`src/rtl/alu.sv`:
```
// Registered WIDTH-bit ALU (ADD/SUB/AND/OR/NOT, plus XOR/SHL/SHR when ALU_EXT_OPS_EN is defined).
// Latency: one cycle from in_valid to out_valid; back-to-back issue with no bubbles.
// Backpressure: none; every accepted operation produces a result the following cycle.
module alu #(
    parameter int WIDTH = 4
) (
    input  logic             clk,
    input  logic             rst,
    input  logic [WIDTH-1:0] A,
    input  logic [WIDTH-1:0] B,
    input  logic [2:0]       ALU_Sel,
    input  logic             in_valid,
    output logic [WIDTH-1:0] ALU_Out,
    output logic             carry_out,
    output logic             zero,
    output logic             out_valid
);

    typedef struct packed {
        logic             carry;
        logic [WIDTH-1:0] dat;
    } res_t;

    logic [WIDTH:0] sum;
    logic [WIDTH:0] diff;
    res_t           res_nxt;

    // Extra top bit of the widened subtraction is the borrow (set when A < B).
    assign sum  = {1'b0, A} + {1'b0, B};
    assign diff = {1'b0, A} - {1'b0, B};

    always_comb begin
        res_nxt = '0;
        case (ALU_Sel)
            3'b000: res_nxt = '{carry: sum[WIDTH],  dat: sum[WIDTH-1:0]};
            3'b001: res_nxt = '{carry: diff[WIDTH], dat: diff[WIDTH-1:0]};
            3'b010: res_nxt.dat = A & B;
            3'b011: res_nxt.dat = A | B;
            3'b100: res_nxt.dat = ~A;
`ifdef ALU_EXT_OPS_EN
            3'b101: res_nxt.dat = A ^ B;
            3'b110: res_nxt.dat = {A[WIDTH-2:0], 1'b0};
            3'b111: res_nxt.dat = {1'b0, A[WIDTH-1:1]};
`endif
            default: res_nxt = '0;
        endcase
    end

    always_ff @(posedge clk) begin
        if (rst) begin
            ALU_Out   <= '0;
            carry_out <= 1'b0;
            zero      <= 1'b1;
            out_valid <= 1'b0;
        end else begin
            out_valid <= in_valid;
            if (in_valid) begin
                ALU_Out   <= res_nxt.dat;
                carry_out <= res_nxt.carry;
                zero      <= (res_nxt.dat == '0);
            end
        end
    end

endmodule

```
`config.mk`:
```
export PLATFORM = sky130hd
export DESIGN_NAME = alu
export DESIGN_NICKNAME = d
export VERILOG_FILES = /design/src/rtl/alu.sv
export SDC_FILE = /design/constraint.sdc
export NUM_CORES = 1
export LEC_CHECK = 0
export CORE_UTILIZATION = 39
export CTS_BUF_LIST = sky130_fd_sc_hd__clkbuf_4 sky130_fd_sc_hd__clkbuf_8
export CTS_CLUSTER_DIAMETER = 40
export DETAILED_ROUTE_END_ITERATION = 8
export HOLD_SLACK_MARGIN = 0.1
export PLACE_DENSITY = 0.79
export SYNTH_ARGS = -nofsm -noshare
export SYNTH_HDL_FRONTEND = slang
export SYNTH_SLANG_ARGS = --single-unit
```
`constraint.sdc`:
```
create_clock -name clk -period 7.48 [get_ports clk]
set_clock_uncertainty 0.2 [all_clocks]
set_input_delay 2.244 -clock clk [delete_from_list [all_inputs] [get_ports clk]]
set_output_delay 2.244 -clock clk [all_outputs]
set_load 0.005 [all_outputs]
```
# Word level (Yosys, flattened, before mapping)
# Cells that the tools add are included.
[classes]
n_addsub = 2
reduce_logical = 2
bitwise = 3
muxes = 2
n_eq_ne = 4
[ops]
columns = ["op", "count"]
rows = [
  ["4-bit case mux with 5 select lines", 1],
  ["3-bit by 2-bit == test with 1-bit output (second input constant)", 2],
  ["4-bit by 4-bit adder with 5-bit output", 1],
  ["4-bit by 4-bit subtractor with 5-bit output", 1],
  ["4-bit AND", 1],
  ["4-bit zero test", 1],
  ["4-bit inverter", 1],
  ["4-bit bitwise OR", 1],
  ["3-bit by 1-bit == test with 1-bit output (second input constant)", 1],
  ["3-bit == test (second input constant)", 1],
  ["3-bit zero test", 1],
  ["1-bit case mux with 2 select lines", 1],
]
[totals]
inputBits = 14
elab_cells = 17
output_inout_bits = 7
ff_bits = 7

# Logic depth before layout (Yosys ltp)
[logic_depth]
ltp_word = 3
mapped_depth = 9
ltp_nobuf = 9

# Worst setup path after synthesis
# No wires, ideal clock.
[synth_timing]
path_type = "input port to flip-flop"
from = "input A[0]"
to = "register zero"
setup_slack_ns = 3.447
setup_time_ns = 0.115
path_buffers = 0
required_time_ns = 7.165
t_arrival_ns = 3.718
path_stages = 8
path_cell_list = "inv_1 > ha_1 > inv_1 > fa_1 > mux2i_1 > o32ai_1 > and4bb_1 > a31o_1"
[synth_via]
elab_chain_cells = 3
elab_cells_between_ends = 7
cone_classes = "add/sub: 2; mux: 1; bitwise: 3; reduce/logical: 1"
[synth_rtl]
columns = ["element", "line_no", "text"]
rows = [
  ["start, declared", "9", "input logic [WIDTH-1:0] A,"],
  ["4-bit by 4-bit subtractor with 5-bit output, or another cell as far along", "30", "assign diff = {1'b0, A} - {1'b0, B};"],
  ["4-bit case mux with 5 select lines *", "34", "case (ALU_Sel)"],
  ["4-bit zero test *", "60", "zero <= (res_nxt.dat == '0);"],
  ["end signal, assigned", "60", ""],
  ["end, declared", "15", "output logic zero,"],
]
# Every way passes the cells marked *; elsewhere a longest branch is shown, timed or not.
# A chain may end at the register's enable or synchronous reset.

# Worst setup path in the final report
# Ends and elaborated chain as after synthesis.

==> flow_summary.yaml <==
floorplanning:
  ios: 21
  num_rows: 15
  core_area_um2: 1764
  dieArea_um2: 2094
  die-height_um: 45.77
  initial_core_util_pct: 42.34
  die_w_um: 45.77
cts:
  clockBufferDepth: 2
  tritoncts: "done"
  cts.clk_slew.worst_paths_ns: 0.05
  ctsRootBufferMaster: "clkbuf_4"
  clk_latency_ns: 0.25
  postCtsResizedCells: 0
  htree_num_levels: 1
  cts_made_buffers: 3
  cts_setup_buffers: 0
  numClockSinks: 7
  cts_hold_buf: 0
synth:
  synth_edf_count: 0
  syn_nets: 120
  synth_top_area_share_pct: 20.10
  synth_async_sr_flop_share_pct: 0
  synth_common_cells: "inv_1 (15), ha_1 (12), nor2_1 (9)"
  yosysUniqueCellTypes: 33
  synthFlopType: "dfxtp_1"
  ys_ff_latch: 7
  netlist_area_um2: 747.0
  ys_seq_area_share_pct: 18.76
  netlist_instances: 92
  synth_most_common_cell: "inv_1"
  synth_top_cell_by_area: "ha_1"
  synth_area_leaders: "ha_1 (20%), dfxtp_1 (19%), inv_1 (7.5%)"
  syn_area_per_cell_um2: 8.119
  ys_warn_count: 0
global_route:
  grt_max_degree: 17
  antenna_found_initial: 0
  grt-ovfl-total: 0
  grt_pass1_vias: 640
  grt_pass1_wl_mm: 2.622
  grtUsageTotal_pct: 17.66
power:
  powerDensity_nw_per_um2: 126.5
  irDropWorstVdd_uv: 51.75
  power_uw: 124.2
  p_leak_nw: 0.4497
setup_path:
  crit_path_end_kind: "flip-flop"
  crit_required_ns: 7.43
  cp.arrival_ns: 4.39
  crit_top_cell: "inv_1"
  crit_type: "in2reg"
  path_buf_inv: 3
  path_max_fanout: 3
  crit_family: "adder cells"
  slowest_delay_ns: 0.48
  worstSetupStartpointType: "input pin"
  path_cells: "clkdlybuf4s50_1 -> inv_1 -> ha_1 -> inv_1 -> fa_1 -> mux2i_1 -> o32ai_1 -> and4bb_1 -> a31o_1"
  cp_slowest_cell: "fa_1"
final_layout:
  nFillCells: 187
  final_nets: 142
  num_antenna_cells: 0
  seq_area_um2: 140.1
  finalInstanceArea_um2: 982.2
  syn2layout_area_growth_pct: 31.49
  drive_above_1_share_pct: 5.310
  finish.utilization_pct: 55.67
  multi_input_comb_area_um2: 524.3
place:
  io_buffers: 20
  hpwl_mm: 1.293
  dpl_cell_area_um2: 952.2
  gp_congestion: 0.7784
drt:
  drtIter0Drc: 7
  num_vias: 683
  routed_wl_mm: 1.524
  wire_per_inst_um: 11.04
  post-route-drc-count: 0
  ant_nets: 0
  via_per_inst: 4.949
  dr.pass1.iters: 4
timing:
  slew_viol_final: 0
  fmax_mhz: 224.9
  period_needed_ns: 4.447
  worst_pin_slew_ns: 0.5764
  final-setup-viol-count: 0
  slew_headroom_pct: 61.46
  hold_viol: 0
  finalCritPeriodShare_pct: 59.45
  rsz0062_at_grt: "false"
  fin_tns_setup_ns: 0
run_status:
  outcome: "finished, final reports clean"
worst_hold_path:
  hold_class: "reg2reg"
flow_run:
  max_cap_viol_count: 0
-- cells in the final DEF, fill, tap and decap left out --
| cell type | count |
|---|---|
| nand2b_1 | 2 |
| nand2_1 | 5 |
| o221ai_1 | 1 |
| nand2_2 | 1 |
| o22a_1 | 1 |
| nand3_1 | 2 |
| nor2_1 | 9 |
| nor3_1 | 3 |
| clkdlybuf4s50_1 | 20 |
| o22ai_1 | 1 |
| o211ai_1 | 1 |
| a22o_1 | 1 |
| or2b_1 | 2 |
| fa_1 | 2 |
| clkbuf_4 | 4 |
| a311oi_2 | 1 |
| inv_1 | 15 |
| nor4b_1 | 1 |
| o21ai_1 | 1 |
| a21oi_1 | 6 |
| and4bb_1 | 1 |
| o311ai_1 | 1 |
| dfxtp_1 | 7 |
| a31o_1 | 1 |
| or3_1 | 1 |
| o32ai_1 | 1 |
| o21ai_0 | 2 |
| mux2i_1 | 3 |
| xnor2_1 | 1 |
| nand3b_1 | 1 |
| ha_1 | 12 |
| a211oi_1 | 1 |
| a21o_1 | 2 |
-- report_power, final --
| part | total, mW | internal [mW] | switching, mW |
|---|---|---|---|
| sequential | 0.0412 | 0.0400 | 0.00121 |
| clock | 0.0386 | 0.0240 | 0.0145 |
| combinational | 0.0445 | 0.0238 | 0.0207 |
-- layout make-up --
type                            count  share of cell area, %
Clock buffer                        4                  3.057
Inverter                           15                  5.732
Multi-Input combinational cell     67                  53.38
Sequential cell                     7                  14.27
Tap cell                           25                  3.185
Timing Repair Buffer               20                  20.38
-- worst min-delay path: cells and delay by family (launching register included) --
family          cells  cell delay, ns
compound gates      1            0.05
flops               1            0.31
simple gates        1            0.06
-- registers in the layout, indices dropped and copies added, names as in the netlist --
| name | cells |
|---|---|
| out_valid | 1 |
| ALU_Out | 4 |
| carry_out | 1 |
| zero | 1 |
-- cell families after synthesis --
group,synth area share (%)
xor+xnor,1.173
fa+ha+maj,25.46
mux,4.020
buf+inv,11.05
compound gates,19.93
simple gates,19.60
flops,18.76
-- worst paths after layout --
path,slack [ns],start,cells past startpoint,endpoint
min reg2reg,0.27,carry_out$_SDFFE_PP0P_,2,carry_out$_SDFFE_PP0P_
max,3.03,A[0],9,zero$_SDFFE_PP1P_
min,0.27,carry_out$_SDFFE_PP0P_,2,carry_out$_SDFFE_PP0P_
max reg2reg,6.52,zero$_SDFFE_PP1P_,2,zero$_SDFFE_PP1P_
-- metrics by stage --
step | worst slack [ns] | hold slack [ns] | cells
final | 3.033 | 0.2711 | 138
after global routing | 2.877 | 0.2890 | 138
after CTS | 3.048 | 0.2723 | 138
after detailed placement | 2.779 | 0.2643 | 134
after global placement | 2.937 | 0.2585 | 134
after floorplan | 3.447 | 0.2557 | 92
-- metal layers --
layer | part of all wire, % | vias to the layer above | GRT usage (%) | wire length, µm
met5 | 0 | - | 0 | 0
met4 | 3.1 | 0 | 10.59 | 47
met3 | 3.2 | 4 | 1.190 | 49
met2 | 50 | 17 | 32.29 | 765
met1 | 43 | 308 | 19.71 | 662
li1 | - | 354 | - | -
Power figures use the tool's default switching activity.
